File: src/rtl/route_sequencer_pkg.sv
// Shared definitions for the route sequencer: drive codes, FSM states,
// route table constants and the table lookup helpers.
package route_sequencer_pkg;

  localparam int UNIT_W = 12;
  localparam int STEP_W = 2;
  localparam int POS_W  = 2;

  // Drive codes understood by the motor/PWM stage
  typedef enum logic [2:0] {
    DRIVE_Stop     = 3'd0,
    DRIVE_Straight = 3'd1,
    DRIVE_Left     = 3'd2,
    DRIVE_Right    = 3'd3,
    DRIVE_Reverse  = 3'd4
  } drive_e;

  typedef enum logic [2:0] {
    ST_IDLE    = 3'd0,
    ST_RUN     = 3'd1,
    ST_PAUSE   = 3'd2,
    ST_ARRIVED = 3'd3,
    ST_FAULT   = 3'd4
  } state_e;

  // Segment lengths in duration units; 0 terminates a route
  localparam logic [UNIT_W-1:0] TURN_UNITS     = 12'd400;
  localparam logic [UNIT_W-1:0] APPROACH_UNITS = 12'd1200;
  localparam logic [UNIT_W-1:0] DIRECT_UNITS   = 12'd1500;
  localparam logic [UNIT_W-1:0] END_UNITS      = 12'd0;

  // Drive code for a given position and step
  function automatic drive_e route_code(input logic [POS_W-1:0] pos,
                                        input logic [STEP_W-1:0] step);
    drive_e code;
    code = DRIVE_Stop;
    case ({pos, step})
      {2'd1, 2'd0}: code = DRIVE_Left;
      {2'd1, 2'd1}: code = DRIVE_Straight;
      {2'd2, 2'd0}: code = DRIVE_Straight;
      {2'd3, 2'd0}: code = DRIVE_Right;
      {2'd3, 2'd1}: code = DRIVE_Straight;
      default:      code = DRIVE_Stop;
    endcase
    return code;
  endfunction

  // Segment length for a given position and step; END_UNITS past the last segment
  function automatic logic [UNIT_W-1:0] route_units(input logic [POS_W-1:0] pos,
                                                    input logic [STEP_W-1:0] step);
    logic [UNIT_W-1:0] units;
    units = END_UNITS;
    case ({pos, step})
      {2'd1, 2'd0}: units = TURN_UNITS;
      {2'd1, 2'd1}: units = APPROACH_UNITS;
      {2'd2, 2'd0}: units = DIRECT_UNITS;
      {2'd3, 2'd0}: units = TURN_UNITS;
      {2'd3, 2'd1}: units = APPROACH_UNITS;
      default:      units = END_UNITS;
    endcase
    return units;
  endfunction

endpackage

File: src/rtl/route_sequencer_segment_timer.sv
// Segment timer: tick prescaler feeding a unit counter. Flags the final
// cycle of a segment of `units` duration units while enabled.
module segment_timer
  import route_sequencer_pkg::*;
#(
  parameter int TICKS_PER_UNIT = 100000
) (
  input  logic              clk,
  input  logic              rst,
  input  logic              clear,
  input  logic              enable,
  input  logic [UNIT_W-1:0] units,
  output logic              seg_done
);

  localparam int TICK_W = $clog2(TICKS_PER_UNIT);
  localparam logic [TICK_W-1:0] TICK_LAST = TICK_W'(TICKS_PER_UNIT - 1);

  logic [TICK_W-1:0] tick_q;
  logic [UNIT_W-1:0] unit_q;
  logic              tick_wrap;
  logic              unit_last;

  assign tick_wrap = (tick_q == TICK_LAST);
  assign unit_last = (unit_q == (units - 12'd1));
  assign seg_done  = enable && tick_wrap && unit_last;

  // Count ticks while enabled; both counters wrap to zero at segment end
  always_ff @(posedge clk) begin
    if (rst || clear) begin
      tick_q <= '0;
      unit_q <= '0;
    end else if (enable) begin
      if (tick_wrap) begin
        tick_q <= '0;
        unit_q <= unit_last ? '0 : unit_q + 12'd1;
      end else begin
        tick_q <= tick_q + 1'b1;
      end
    end
  end

endmodule

File: src/rtl/route_sequencer.sv
// Route sequencer: plays the timed drive-segment table for the latched
// target position, pausing on obstacle, and reports arrival or fault.
module route_sequencer
  import route_sequencer_pkg::*;
#(
  parameter int TICKS_PER_UNIT = 100000
) (
  input  logic              clk,
  input  logic              rst,
  input  logic              start,
  input  logic [POS_W-1:0]  target_pos,
  input  logic              obstacle,
  input  logic              ack,
  output logic [2:0]        route_request,
  output logic              pwm_go,
  output logic              busy,
  output logic              arrived,
  output logic              fault,
  output logic [STEP_W-1:0] step
);

  state_e              state_q, state_d;
  logic [STEP_W-1:0]   step_q, step_d;
  logic [POS_W-1:0]    pos_q, pos_d;
  drive_e              rr_q, rr_d;
  logic                pwm_q, pwm_d;
  logic                tmr_clear;
  logic                tmr_en;
  logic                seg_done;
  drive_e              cur_code;
  logic [UNIT_W-1:0]   cur_units;
  logic [UNIT_W-1:0]   next_units;

  assign cur_code   = route_code(pos_q, step_q);
  assign cur_units  = route_units(pos_q, step_q);
  assign next_units = route_units(pos_q, step_q + 2'd1);

  segment_timer #(
    .TICKS_PER_UNIT(TICKS_PER_UNIT)
  ) u_timer (
    .clk      (clk),
    .rst      (rst),
    .clear    (tmr_clear),
    .enable   (tmr_en),
    .units    (cur_units),
    .seg_done (seg_done)
  );

  // State, step, latched position and registered drive outputs
  always_ff @(posedge clk) begin
    if (rst) begin
      state_q <= ST_IDLE;
      step_q  <= '0;
      pos_q   <= '0;
      rr_q    <= DRIVE_Stop;
      pwm_q   <= 1'b0;
    end else begin
      state_q <= state_d;
      step_q  <= step_d;
      pos_q   <= pos_d;
      rr_q    <= rr_d;
      pwm_q   <= pwm_d;
    end
  end

  // Next-state and drive decode. A cycle only counts as motion when the
  // sequencer is active and obstacle is low; that same condition drives the
  // timer and the motor outputs, so the leaving cycle of a PAUSE is already
  // a motion cycle and every obstacle cycle is exactly one lost cycle.
  always_comb begin
    state_d   = state_q;
    step_d    = step_q;
    pos_d     = pos_q;
    tmr_clear = 1'b0;
    tmr_en    = 1'b0;
    rr_d      = DRIVE_Stop;
    pwm_d     = 1'b0;
    case (state_q)
      ST_IDLE: begin
        if (start) begin
          if (target_pos != 2'd0) begin
            pos_d     = target_pos;
            step_d    = '0;
            tmr_clear = 1'b1;
            state_d   = obstacle ? ST_PAUSE : ST_RUN;
          end else begin
            state_d = ST_FAULT;
          end
        end
      end
      ST_RUN, ST_PAUSE: begin
        if (obstacle) begin
          state_d = ST_PAUSE;
        end else begin
          tmr_en  = 1'b1;
          rr_d    = cur_code;
          pwm_d   = 1'b1;
          state_d = ST_RUN;
          if (seg_done) begin
            step_d = step_q + 2'd1;
            if (next_units == END_UNITS) begin
              state_d = ST_ARRIVED;
            end
          end
        end
      end
      ST_ARRIVED, ST_FAULT: begin
        if (ack) begin
          state_d = ST_IDLE;
        end
      end
      default: state_d = ST_IDLE;
    endcase
  end

  assign route_request = rr_q;
  assign pwm_go        = pwm_q;
  assign busy          = (state_q == ST_RUN) || (state_q == ST_PAUSE);
  assign arrived       = (state_q == ST_ARRIVED);
  assign fault         = (state_q == ST_FAULT);
  assign step          = step_q;

endmodule

File: config.mk
export PLATFORM = sky130hd
export DESIGN_NAME = route_sequencer
export DESIGN_NICKNAME = d
export VERILOG_FILES = /design/src/rtl/route_sequencer_pkg.sv /design/src/rtl/route_sequencer_segment_timer.sv /design/src/rtl/route_sequencer.sv
export SDC_FILE = /design/constraint.sdc
export NUM_CORES = 1
export LEC_CHECK = 0
export ABC_AREA = 1
export BUFFER_PORTS_ARGS = -buffer_cell sky130_fd_sc_hd__buf_4
export CAP_MARGIN = 5
export CORE_MARGIN = 8
export CORE_UTILIZATION = 45
export CTS_BUF_LIST = sky130_fd_sc_hd__clkbuf_4 sky130_fd_sc_hd__clkbuf_8 sky130_fd_sc_hd__clkbuf_16
export DETAILED_ROUTE_END_ITERATION = 8
export MAX_ROUTING_LAYER = met4
export PLACE_DENSITY = 0.62
export RECOVER_POWER = 50
export SETUP_SLACK_MARGIN = 0.2
export SLEW_MARGIN = 30
export SYNTH_ARGS = -nofsm -noshare
export SYNTH_HDL_FRONTEND = slang
export SYNTH_HIERARCHICAL = 1
export SYNTH_SLANG_ARGS = --single-unit
File: constraint.sdc
create_clock -name clk -period 3.9 [get_ports clk]
set_input_delay 0.195 -clock clk [delete_from_list [all_inputs] [get_ports clk]]
set_output_delay 0.195 -clock clk [all_outputs]
set_load 0.05 [all_outputs]
==> impl_metrics.toml <==
[die]
core_sq_mm = 0.00589
num_io_pins = 16
fp-row-count = 28
die-area_sq_mm = 0.00878
die_h_microns = 93.7
start_util_pct = 46.2
die_x_microns = 93.7

[grt]
gr-total-overflow = 0
grt_use_total_pct = 14.8
grt_pass1_vias = 2520
grt_max_degree = 13
grt_antenna_before_repair = 0
grt_pass1_wl_mm = 10.6

[synth]
ys_seq_area_share_pct = 28.7
ys_seq_elements = 39
synth_cell_types = 33
yosys-top-cells-area = "dfxtp_1 (29%), nand2_1 (17%), inv_1 (9.1%)"
synth_top_area_share_pct = 28.7
syn_avg_cell_area_sq_um = 6.11
syn_area_sq_mm = 0.00272
yosysWarnings = 6
netlist_instances = 445
yosysTopAreaCell = "dfxtp_1"

[timing]
post-route-min-period_ns = 3.04
finalSetupTns_ns = 0
finalHoldViolCount = 0
skew_ns = 0.00601
rsz0062_at_grt = "false"
drv_slew = 0
fin_crit_sh_pct = 77.9
max_slew_margin_pct = 58.9
fmax_ghz = 0.329
final-setup-viol-count = 0
worst_pin_slew_ns = 0.620

[clock_tree]
cts_buffer_depth = 2
cts_buffers = 5
ctsHoldBuffers = 0
clk_latency_ns = 0.29
post_cts_buffers = 0
cts_sinks = 39
path_clk_slew_ns = 0.07
post_cts_resized = 0
cts_root_buf = "clkbuf_8"
cts_tree = "built"
htreeDepth = 2

[routing]
drt_iter0_drc = 89
drc_errors = 0
first_pass_iters = 4
ant_nets = 0
drt-vias-per-instance = 4.87
wl_mm = 5.97
route.vias.total = 2678
wire_per_inst_microns = 10.8

[power]
powerDensity_mw_per_mm2 = 337
seqPwrFrac_pct = 42.4
ir_worst_vdd_uv = 244
pwr-share-comb_pct = 30.4
p_int_mw = 0.638
power_switching_mw = 0.358
power.share.clock_pct = 27.3
leakagePower_nw = 1.44
netSwitchingFraction_pct = 35.9

[setup_path]
worstPathArrival_ns = 3.27
path_class = "register to register"
worstRegToRegCells = 13
cp-end-kind = "register"
r2r-end = "u_timer/tick_q[14]"
cp_max_fo = 7
required_ns = 4.13
cp-start-kind = "register"
rrSetupSlack_ns = 0.86
reg2reg_from = "state_q[1]"

[final_layout]
final_common_cell = "nand2_1"
final_layout_size_suffix_gt1_share_pct = 7.37
multi_input_area_sq_mm = 0.00162
register_area_sq_um = 781
syn_to_final_growth_pct = 8.66
n_antenna_cell = 0
fin_cells = 550
n_fill_cell = 643
num-nets-final = 488
mostFrequentLayoutCells = "nand2_1 (127), inv_1 (66), nor2_1 (63)"

[run]
drv_cap = 0

[worst_hold_path]
min_to = "pos_q[0]"
holdPathStages = 2
hp-class = "primary input to register"
hp-start = "rst"

[place]
port_buffers = 14
dp_cells = 542
routabilityCongestion = 0.883
hpwl_mm = 4.86

[outcome]
status = "finished, final reports clean"
## area by class of cell
cell class / count / area share (%)
Multi-Input combinational cell: 336 / 54.8
Tap cell: 75 / 3.18
Sequential cell: 39 / 26.4
Clock buffer: 7 / 2.84
Inverter: 77 / 9.79
Clock inverter: 1 / 0.169
Timing Repair Buffer: 15 / 2.80
## worst max-delay path by stage
| stage | start | end | slack (ns) |
|---|---|---|---|
| 2_1_floorplan | step[0] | step[1] | 0.94 |
| 3_3_place_gp | step[0] | step[1] | 1.02 |
| 3_5_place_dp | step[0] | step[1] | 0.92 |
| 4_1_cts | step[0] | step[1] | 0.91 |
| 5_1_grt | state_q[1] | u_timer/tick_q[14] | 0.46 |
| 6_report | state_q[1] | u_timer/tick_q[14] | 0.86 |
## cells by family after synthesis
logic type,synth area share (%)
and+or+nand+nor,46.3
buffers and inverters,10.9
adders and majority gates,3.22
AOI/OAI and AO/OA,7.46
xor gates and xnor gates,3.22
other,0.138
DFF,28.7
## power groups by stage
stage                     combinational (mW)  sequential [mW]  clock (mW)
after floorplan                        0.229            0.447           0
after global placement                 0.310            0.432           0
after detailed placement               0.315            0.432           0
after CTS                              0.317            0.423       0.284
after global routing                   0.347            0.424       0.297
final                                  0.302            0.422       0.271
## metal layers
metal | share of wire [%] | routed length (microns) | vias to the layer above | global-route usage, %
li1 | - | - | 1455 | -
met1 | 49 | 2900 | 1181 | 17.3
met2 | 47 | 2820 | 36 | 25.1
met3 | 3.3 | 199 | 6 | 2.48
met4 | 0.85 | 51 | 0 | 4.76
met5 | 0 | 0 | - | -
## cell usage after synthesis (all sizes together)
| master | number |
|---|---|
| o21a | 4 |
| buf | 1 |
| nand4 | 10 |
| a21oi | 19 |
| dfxtp | 39 |
| nand2 | 129 |
| nor4 | 1 |
| inv | 75 |
| o21bai | 2 |
| o21ai | 9 |
| conb | 1 |
| ha | 7 |
| a211oi | 1 |
| clkinv | 2 |
| a31oi | 1 |
| nand3 | 45 |
| nor2 | 69 |
| nor3 | 15 |
| xor2 | 6 |
| nand3b | 3 |
| nor3b | 2 |
| xnor2 | 4 |
## flip-flops by register name, summed over array words and instances, names as in the netlist
signal          cells
pos_q               2
pwm_go              1
route_request       2
state_q             3
step                2
u_timer/tick_q     17
u_timer/unit_q     12
## per-stage QoR
stage | setup slack, ns | util, % | power, mW | instance area, sq um | hold slack, ns
4_1_cts | 0.913 | 51.6 | 1.02 | 3040 | 0.101
2_1_floorplan | 0.942 | - | 0.677 | 2750 | 0.264
3_3_place_gp | 1.02 | 50.1 | 0.742 | 2950 | 0.408
5_1_grt | 0.457 | 50.2 | 1.07 | 2950 | 0.117
6_report | 0.863 | 50.2 | 0.996 | 2950 | 0.111
3_5_place_dp | 0.921 | 50.1 | 0.748 | 2950 | 0.413
## worst max-delay path, stage by stage (launching register included)
cell and delay [ns]:
dfxtp_1 0.37, nor2_1 0.12, nor2_1 0.39, clkinv_1 0.17
nor2_1 0.40, nand2_1 0.15, nor2_1 0.22, nand3_1 0.16
nor2_1 0.31, nand2_1 0.09, nor3_1 0.22, nand2_1 0.11
a21oi_1 0.14, o21a_1 0.12
Power figures use the tool's default switching activity.
